$ cat src/rtl/vc_plane_scheduler.sv
// vc_plane_scheduler
//   Time-multiplexes the shared switch/allocator datapath between VC planes.
//   Planes are granted round-robin with a cycle quantum. A plane that still
//   holds a busy output or a reserved input port keeps the grant until those
//   clear, so packets already in flight finish on their own plane.
//
//   State | Meaning
//   ------+---------------------------------------------------------------
//   IDLE  | no plane owns the datapath; selector holds its last value
//   ACTIVE| selected plane owns the datapath; quantum counter running
//   DRAIN | quantum over (or requests gone) but plane still holds resources
//
// Ports
//   clk              clock, all state on rising edge
//   rst              asynchronous active-high reset
//   valid_out_portVC per-plane flit valid, plane v = [v*OUTPUTS +: OUTPUTS]
//   outputBusyVC     per-plane output busy, same packing
//   PortReservedVC   per-plane input reservation, plane v = [v*INPUTS +: INPUTS]
//   VCPlaneSelector  registered selected plane index (always < VC)
//   plane_active     selected plane owns the datapath (ACTIVE or DRAIN)
//   plane_switch     one-cycle pulse when the selector takes a new value
module vc_plane_scheduler #(
  parameter int VC      = 4,
  parameter int INPUTS  = 4,
  parameter int OUTPUTS = 4,
  parameter int QUANTUM = 8
) (
  input  logic                    clk,
  input  logic                    rst,
  input  logic [VC*OUTPUTS-1:0]   valid_out_portVC,
  input  logic [VC*OUTPUTS-1:0]   outputBusyVC,
  input  logic [VC*INPUTS-1:0]    PortReservedVC,
  output logic [VC:0]             VCPlaneSelector,
  output logic                    plane_active,
  output logic                    plane_switch
);

  localparam int SelW = (VC > 1) ? $clog2(VC) : 1;
  localparam int CntW = $clog2(QUANTUM + 1);

  typedef enum logic [1:0] {
    IDLE   = 2'd0,
    ACTIVE = 2'd1,
    DRAIN  = 2'd2
  } stateT;

  stateT           state, stateNext;
  logic [SelW-1:0] sel, selNext;
  logic [SelW-1:0] ptr, ptrNext;
  logic [CntW-1:0] cnt, cntNext;
  logic            switchNext;

  logic [VC-1:0]   req;
  logic [VC-1:0]   hold;
  logic            anyReq;
  logic            found;
  logic            grant;
  logic [SelW-1:0] arbWinner;

  always_comb begin
    req  = '0;
    hold = '0;
    for (int v = 0; v < VC; v++) begin
      req[v]  = |valid_out_portVC[v*OUTPUTS +: OUTPUTS];
      hold[v] = (|outputBusyVC[v*OUTPUTS +: OUTPUTS]) |
                (|PortReservedVC[v*INPUTS +: INPUTS]);
    end
  end

  // Search starts just after the pointer, so the current plane comes last.
  always_comb begin
    anyReq    = |req;
    found     = 1'b0;
    arbWinner = ptr;
    for (int k = 1; k <= VC; k++) begin
      if (!found && req[(int'(ptr) + k) % VC]) begin
        found     = 1'b1;
        arbWinner = SelW'((int'(ptr) + k) % VC);
      end
    end
  end

  // State register
  always_ff @(posedge clk or posedge rst) begin
    if (rst) begin
      state        <= IDLE;
      sel          <= '0;
      ptr          <= SelW'(VC - 1);
      cnt          <= '0;
      plane_switch <= 1'b0;
    end else begin
      state        <= stateNext;
      sel          <= selNext;
      ptr          <= ptrNext;
      cnt          <= cntNext;
      plane_switch <= switchNext;
    end
  end

  // Next-state logic
  always_comb begin
    stateNext  = state;
    selNext    = sel;
    ptrNext    = ptr;
    cntNext    = cnt;
    grant      = 1'b0;
    switchNext = 1'b0;
    case (state)
      IDLE: begin
        if (anyReq) grant = 1'b1;
      end
      ACTIVE: begin
        if (cnt != '0 && req[sel]) begin
          cntNext = cnt - CntW'(1);
        end else if (hold[sel]) begin
          stateNext = DRAIN;
        end else if (anyReq) begin
          grant = 1'b1;
        end else begin
          stateNext = IDLE;
        end
      end
      DRAIN: begin
        // No timeout: the plane keeps the datapath until it lets go.
        if (!hold[sel]) begin
          if (anyReq) grant = 1'b1;
          else        stateNext = IDLE;
        end
      end
      default: stateNext = IDLE;
    endcase
    if (grant) begin
      stateNext  = ACTIVE;
      selNext    = arbWinner;
      ptrNext    = arbWinner;
      cntNext    = CntW'(QUANTUM - 1);
      // Re-granting the plane already shown on the selector is not a switch.
      switchNext = (arbWinner != sel);
    end
  end

  // Output logic
  always_comb begin
    VCPlaneSelector             = '0;
    VCPlaneSelector[SelW-1:0]   = sel;
    plane_active                = (state != IDLE);
  end

endmodule
$ cat config.mk
export PLATFORM = sky130hd
export DESIGN_NAME = vc_plane_scheduler
export DESIGN_NICKNAME = d
export VERILOG_FILES = /design/src/rtl/vc_plane_scheduler.sv
export SDC_FILE = /design/constraint.sdc
export NUM_CORES = 1
export LEC_CHECK = 0
export CORE_ASPECT_RATIO = 0.8
export CORE_UTILIZATION = 37
export DETAILED_ROUTE_END_ITERATION = 10
export GPL_ROUTABILITY_DRIVEN = 0
export HOLD_SLACK_MARGIN = 0.1
export PLACE_DENSITY = 0.89
export REMOVE_ABC_BUFFERS = 1
export SYNTH_ARGS = -nofsm -noshare
export SYNTH_HDL_FRONTEND = slang
export SYNTH_SLANG_ARGS = --single-unit
$ cat constraint.sdc
create_clock -name clk -period 2.4 [get_ports clk]
set_input_delay 0.6 -clock clk [delete_from_list [all_inputs] [get_ports clk]]
set_output_delay 0.6 -clock clk [all_outputs]
set_load 0.1 [all_outputs]
* After elaboration in Yosys (flattened, before gate mapping)
Cells that the tools add are included.
Storage, ports and cells: output and inout bits 7, bits of input ports 50, flip-flop bits (word level) 11
Operators by class: $lt $le $gt $ge 5, mux-type cells 37, reductions and logical operators 31, add/subtract/negate cells 5, equal/unequal tests 6, bitwise logic cells 8
Operators by type and width (count):
- OR reduction 4 bit | 12
- two-way mux 2 bit | 9
- two-way mux 1 bit | 17
- less-than comparator 3 x 4 -> 1 bit (second input constant) | 4
- OR reduction 16 bit | 1
- binary-select mux 1 bit (select 2 bit) | 6
- two-way mux 4 bit | 3
- OR reduction 2 bit | 4
- inequality test 3 bit (second input constant) | 2
- case mux 2 bit (3 select lines) | 1
- nonzero test 2 bit | 3
- adder 2 x 1 -> 2 bit (second input constant) | 2
- adder 2 bit (second input constant) | 2
- AND 1 bit (first input constant) | 4
- logical AND 1 bit | 4
- bitwise OR 1 bit | 4
- nonzero test 4 bit | 1
- subtractor 4 x 1 -> 4 bit (second input constant) | 1
- zero test 1 bit | 3
- less-than comparator 2 x 3 -> 1 bit (second input constant) | 1
- case mux 1 bit (3 select lines) | 1
- AND reduction 3 bit | 1
- == test 2 x 1 -> 1 bit (second input constant) | 1
- == test 2 bit (second input constant) | 1
- 4 further kinds | 4

* Logic depth before layout (Yosys ltp)
Gate-level depths: netlist of run 1.
depth after elaboration 18, gate-level depth with buffers 8, gate-level depth less buffers 7

* Worst setup path before layout of run 1
Ideal clock, no wire load.
path type input port to flip-flop, start input valid_out_portVC[3], end register state[1], setup slack 46 ps, stages 8, path buffers 1, required time 2272 ps, arrival 2227 ps, cells stage by stage or4_4 nor2_1 a211oi_1 o21a_1 o31a_4 buf_6 a22oi_4 o22ai_1
Between the ends: word-level cells in the longest chain between the ends 8
RTL lines:
- start, declared | line 30 | input logic [VC*OUTPUTS-1:0] valid_out_portVC,
- OR reduction 4 bit | line 64 | req[v] = |valid_out_portVC[v*OUTPUTS +: OUTPUTS];
- binary-select mux 1 bit (select 2 bit) | line 113 | if (cnt != '0 && req[sel]) begin
- two-way mux 1 bit (implied by the code) | line 113
- logical AND 1 bit | line 113
- two-way mux 1 bit | line 113
- case mux 1 bit (3 select lines) | line 108 | case (state)
- inequality test 3 bit (no source line) or inequality test 2 bit (tied branches)
- AND reduction 3 bit (no source line)
- end signal, assigned | line 92 | state <= stateNext;
- end, declared | line 47 | stateT state, stateNext;
Several ways; a longest one is shown, not always the timed one. The select of a mux whose other input is x is not followed. A chain may end at the register's enable or synchronous reset.

* Worst setup path after layout of run 1
start input valid_out_portVC[8], end register state[1]
Same word-level chain as after synthesis.

==> results_dict.tcl, run 1 <==
set metrics [dict create \
    finalHoldViolations 0 \
    max_stage_delay_ps 440 \
    outcome "finished clean" \
    h-tree-depth 1 \
    dp_hpwl_um 2417 \
    fin_skew_ps 4.810 \
    layout-drive-gt1-share 0.2471 \
    critical_path.slowest_cell "clkdlybuf4s50_1" \
    synthArstFlopShare 1.000 \
    critPathKind "in -> reg" \
    cts_buffers 3 \
    ys_seq_elements 11 \
    peakVddDrop_mv 0.6539 \
    cts_tree "done" \
    ys_top_cells_by_area "dfrtp_1 24%, ha_1 7.9%, nor4_1 5.9%" \
    min_to "ptr[0]$_DFFE_PP1P_" \
    arrival_ps 2550 \
    wirelength_um 3342 \
    grt-ovfl-total 0 \
    synth_edf_count 0 \
    final_cell_mix "37 x clkdlybuf4s50_1, 14 x buf_4, 12 x dlymetal6s2s_1" \
    antenna_found_initial 0 \
    die-height_um 47.38 \
    grt_usage 0.2330 \
    detail_route.wl_per_cell_um 15.91 \
    clockBufferDepth 2 \
    die-area_mm2 0.002782 \
    syn_area_per_cell_um2 8.899 \
    final_nets 231 \
    hold_buffers 0 \
    area_growth_pct 82.92 \
    die_w_um 58.72 \
    crit_chain "clkdlybuf4s50_1 -> nor4_4 -> nand2_2 -> nor3_4 -> or3_1 -> o31a_4 -> buf_6 -> nand3_2 -> o22ai_1" \
    drc 0 \
    firstDrtPassIters 4 \
    ant_nets 0 \
    rows 16 \
    worst_pin_slew_ps 560.4 \
    hold_class "reg -> reg" \
    seqCellArea_um2 277.8 \
    portBuffers 53 \
    post-place-cells 202 \
    core-area_mm2 0.002442 \
    worstSetupEndpointType "flop" \
    grt_pass1_wl_um 4802 \
    clkTransAtPathRegs_ps 70 \
    instances_no_fill 210 \
    seq_area_frac_synth 0.2917 \
    slew_violations 0 \
    setup_viol 0 \
    grt_pass1_vias 1102 \
    fin_crit_sh 0.9874 \
    ys_types 41 \
    leakage_uw 0.0008435 \
    fmax_mhz 422.0 \
    holdWs_ps 526.6 \
    multiInputGateArea_um2 679.4 \
    yosysWarnings 0 \
    insertion_delay_ps 280 \
    worstReg2RegStart "state[1]$_DFFE_PP0P_" \
    via_per_inst 5.305 \
    yosysTopAreaCell "dfrtp_1" \
    worstPathMaxFanout 7 \
    synth-main-ff-cell "dfrtp_1" \
    r2r_end "sel[1]$_DFFE_PP0P_" \
    initial_utilization 0.3899 \
    vias 1114 \
    cp-start-kind "input port" \
    clock-sinks 11 \
    fin_total_pwr_uw 1708 \
    r2r_slack_ps 370 \
    synth_cells 107 \
    holdPathStages 2 \
    drt-initial-drc-count 30 \
    crit_required_ps 2580 \
    period_needed_ps 2370 \
    ctsRootBufferMaster "clkbuf_4" \
    hp-start "ptr[0]$_DFFE_PP1P_" \
    diodes 0 \
    layout_commonest_cell "clkdlybuf4s50_1" \
    power.density_mw_per_mm2 980.4 \
    drv_cap 0 \
    ios 57 \
    synth_top_area_share 0.2365 \
    fill_cells 187 \
    rr_worst_depth 6 \
    synth_area_um2 952.2 \
    grt_max_degree 12 \
    slew_headroom 0.6264 \
]
[worst max path at each step]
stage / start / to / slack (ps) / cells past startpoint
finish: valid_out_portVC[8] / state[1]$_DFFE_PP0P_ / 30 / 9
global placement: valid_out_portVC[3] / sel[1]$_DFFE_PP0P_ / -330 / 7
global route: valid_out_portVC[8] / state[1]$_DFFE_PP0P_ / -40 / 9
detailed placement: valid_out_portVC[3] / sel[1]$_DFFE_PP0P_ / -390 / 7
floorplan: valid_out_portVC[3] / sel[1]$_DFFE_PP0P_ / 20 / 6
CTS: valid_out_portVC[3] / state[1]$_DFFE_PP0P_ / -8 / 9
[Yosys cell counts, types with 2 or more instances]
cell      n
dfrtp_1   9
inv_1     9
nor4_1    9
a21oi_1   7
ha_1      6
nand2_1   6
nor2_1    6
o21ai_0   6
nand3_1   4
xnor2_1   4
buf_4     3
mux2i_1   3
a211oi_1  2
dfstp_2   2
mux2_2    2
nand3b_1  2
o22ai_1   2
or4_4     2
[layer usage]
layer  routed length [um]  GRT usage  vias to the layer above  share of wire
li1                     -          -                      520              -
met1                 1257     0.2479                      524           0.38
met2                 1733     0.4713                       63           0.52
met3                  296    0.03581                        7          0.089
met4                   55     0.1000                        0          0.016
met5                    0          0                        -              0
[power breakdown]
part / internal (uW) / switching, uW
registers: 270 / 107
logic: 526 / 675
clock network: 64.5 / 64.7
total: 860 / 847
[layout make-up]
type                            instances  share of cell area
Multi-Input combinational cell         83              0.3901
Timing Repair Buffer                   67              0.3901
Sequential cell                        11              0.1595
Tap cell                               36             0.02586
Inverter                                9             0.01940
Clock buffer                            4             0.01509
[worst max-delay path, delay by kind of cell]
family	cells	cell delay, ps
AO/OA/AOI/OAI	2	420
buffers and inverters	2	560
AND/OR/NAND/NOR	5	960
[through the flow]
step           instance area, um2  worst slack, ps  setup TNS (ps)    util
6_report                     1742            30.21               0  0.7131
5_1_grt                      1742           -39.79          -88.00  0.7131
4_1_cts                      1639           -7.836          -9.809  0.6711
3_5_place_dp                 1570           -385.9           -2675  0.6429
3_3_place_gp                 1570           -328.7           -2238  0.6429
2_1_floorplan               917.1            21.25               0       -
[sequential cells by signal, summed over array words and instances, names as in the netlist]
signal / flops
cnt: 4
plane_switch: 1
ptr: 2
sel: 2
state: 2
[what timing repair did]
| item | CTS | global route |
|---|---|---|
| gates resized for setup | 3 | 27 |
| endpoints found under the setup margin | 4 | 10 |
| buffers inserted | 4 | 0 |
| pin swaps | 2 | 12 |
[kinds of logic after synthesis]
group           Yosys count  share of synthesized area
other cells               1                   0.003938
simple gates             38                     0.2457
mux                       5                    0.05519
flops                    11                     0.2917
compound gates           27                     0.2076
buf+inv                  15                    0.08014
xor+xnor                  4                    0.03679
fa+ha+maj                 6                    0.07884
(Power assumes the default switching activity.)
==> inputs of run 2 (changes only) <==
clock period = 2.3 ns   (was 2.4 ns; I/O delays follow)
==> run 2 against run 1 <==
Against the previous run:
- wire length grew 12%
- critical endpoint is now sel[1]$_DFFE_PP0P_
- sequential share of layout area shrank 0.64 points
- design area grew 4.2%
- critical path depth shrank 2
- via count grew 4.0%
- first-iteration DRC count grew 17%
- largest power group unchanged
- die area is the same
- clock-buffer cell count is the same
- non-clock buffer count grew 4
==> results_dict.tcl, run 2 (synthesis gave the netlist of run 1 again) <==
set metrics [dict create \
    outcome "finished clean" \
    p_comb_frac 0.702 \
    die-area_mm2 0.002782 \
    layout_commonest_cell "clkdlybuf4s50_1" \
    grt-ovfl-total 0 \
    finalHoldViolations 0 \
    min_to "ptr[0]$_DFFE_PP1P_" \
    grt_pass1_wl_um 5154 \
    internal_power_uw 904.2 \
    power.density_mw_per_mm2 989.0 \
    top_register "cnt" \
    ctsRootBufferMaster "clkbuf_4" \
    r2r_slack_ps 250 \
    detail_route.wl_per_cell_um 17.54 \
    clock-sinks 11 \
    hold_class "reg -> reg" \
    setup_viol 0 \
    fin_crit_sh 0.9956 \
    die_w_um 58.72 \
    diodes 0 \
    crit_required_ps 2470 \
    die-height_um 47.38 \
    crit_path_start "outputBusyVC[14]" \
    hold_buffers 0 \
    fmax_mhz 436.7 \
    hp-start "ptr[0]$_DFFE_PP1P_" \
    final_nets 235 \
    peakVddDrop_mv 0.6878 \
    cp-start-kind "input port" \
    via_per_inst 5.416 \
    grt_usage 0.2569 \
    vias 1159 \
    placed_area_mm2 0.001570 \
    largest_reg_flops 4 \
    cts_tree "done" \
    worstReg2RegStart "sel[1]$_DFFE_PP0P_" \
    finalCoreUtilization 0.7428 \
    r2r_end "sel[1]$_DFFE_PP0P_" \
    critPathKind "in -> reg" \
    drv_cap 0 \
    worstSetupEndpointType "flop" \
    sw_frac_of_total 0.4961 \
    clockBufferDepth 2 \
    drc 0 \
    layout-drive-gt1-share 0.2978 \
    power_switching_uw 890.0 \
    firstDrtPassIters 4 \
    wirelength_um 3753 \
    drt-initial-drc-count 35 \
    cts_buffers 3 \
    fin_skew_ps 1.165 \
    seqPwrFrac 0.220 \
    grt_max_degree 12 \
    antenna_found_initial 0 \
    pwr-share-clk 0.078 \
    worst_pin_slew_ps 552.9 \
    stdcell_area_mm2 0.001814 \
    area_growth_pct 90.54 \
    grt_pass1_vias 1144 \
    final_cell_mix "24 x clkdlybuf4s50_1, 17 x buf_4, 14 x dlymetal6s2s_1" \
    portBuffers 53 \
    h-tree-depth 1 \
    slew_violations 0 \
    rr_worst_depth 5 \
    leakage_uw 0.0009006 \
    ant_nets 0 \
    arrival_ps 2460 \
    worstPathMaxFanout 7 \
    clkTransAtPathRegs_ps 70 \
    initial_utilization 0.3899 \
    core-area_mm2 0.002442 \
    insertion_delay_ps 280 \
    ios 57 \
    rows 16 \
    fill_cells 168 \
    period_needed_ps 2290 \
    dp_hpwl_um 2417 \
    holdPathStages 2 \
    slew_headroom 0.6314 \
]
run 2: cell types whose count changed in the layout (fill, tap and decap cells not counted), sizes merged:
cell and change:
clkdlybuf4s50 -13, clkdlybuf4s15 +4, dlymetal6s2s +2, buf +4, dlygate4sd2 +7
run 2: area by class of cell:
type                    instances  area [um2]  share of cell area
clock buffers                   4       26.28             0.01448
inverters                       9       33.78             0.01862
multi-input cells              83       721.9              0.3979
flip-flops and latches         11       277.8              0.1531
well taps                      36       45.04             0.02483
repair buffers                 71       709.4              0.3910
run 2: worst max path at each step:
stage,to,slack (ps),depth (start not counted)
2_1_floorplan,sel[1]$_DFFE_PP0P_,-50,6
3_3_place_gp,sel[1]$_DFFE_PP0P_,-400,7
3_5_place_dp,sel[1]$_DFFE_PP0P_,-460,7
4_1_cts,sel[1]$_DFFE_PP0P_,5,7
5_1_grt,sel[1]$_DFFE_PP0P_,-80,7
6_report,sel[1]$_DFFE_PP0P_,10,7
run 2: power by group through the flow:
stage | Combinational [uW] | Sequential (uW) | Clock, uW
after floorplan | 596 | 539 | 0
after global placement | 1070 | 369 | 0
after detailed placement | 1110 | 376 | 0
after CTS | 1220 | 388 | 138
after global routing | 1330 | 409 | 140
final | 1260 | 396 | 140
run 2: repair_timing:
action,in CTS,in global routing
buffers inserted,7,1
pin swaps,10,24
resized for setup,27,29
endpoints found under the setup margin,7,11
run 2: metal layers:
metal | track usage | routed length [um] | vias to the layer above
met5 | 0 | 0 | -
met4 | 0.1286 | 102 | 0
met3 | 0.03857 | 306 | 13
met2 | 0.5264 | 1970 | 57
met1 | 0.2625 | 1372 | 555
li1 | - | - | 534
run 2: critical path: stages:
cell	delay (ps)
clkdlybuf4s50_1	400
nor4_1	290
nand3_1	160
a21oi_2	260
nor2_4	60
o31a_4	390
mux2_4	310
run 2: metrics by stage:
step                      hold slack (ps)  std cells  TNS (ps)  setup slack (ps)  total power [uW]
after floorplan                     426.0        103    -64.95            -53.75              1135
final                               527.3        214         0             10.03              1794
after CTS                           531.5        213         0             4.732              1750
after global routing                580.0        214    -418.6            -82.36              1883
after global placement              517.7        202     -3063            -403.7              1437
after detailed placement            522.6        202     -3500            -460.9              1490
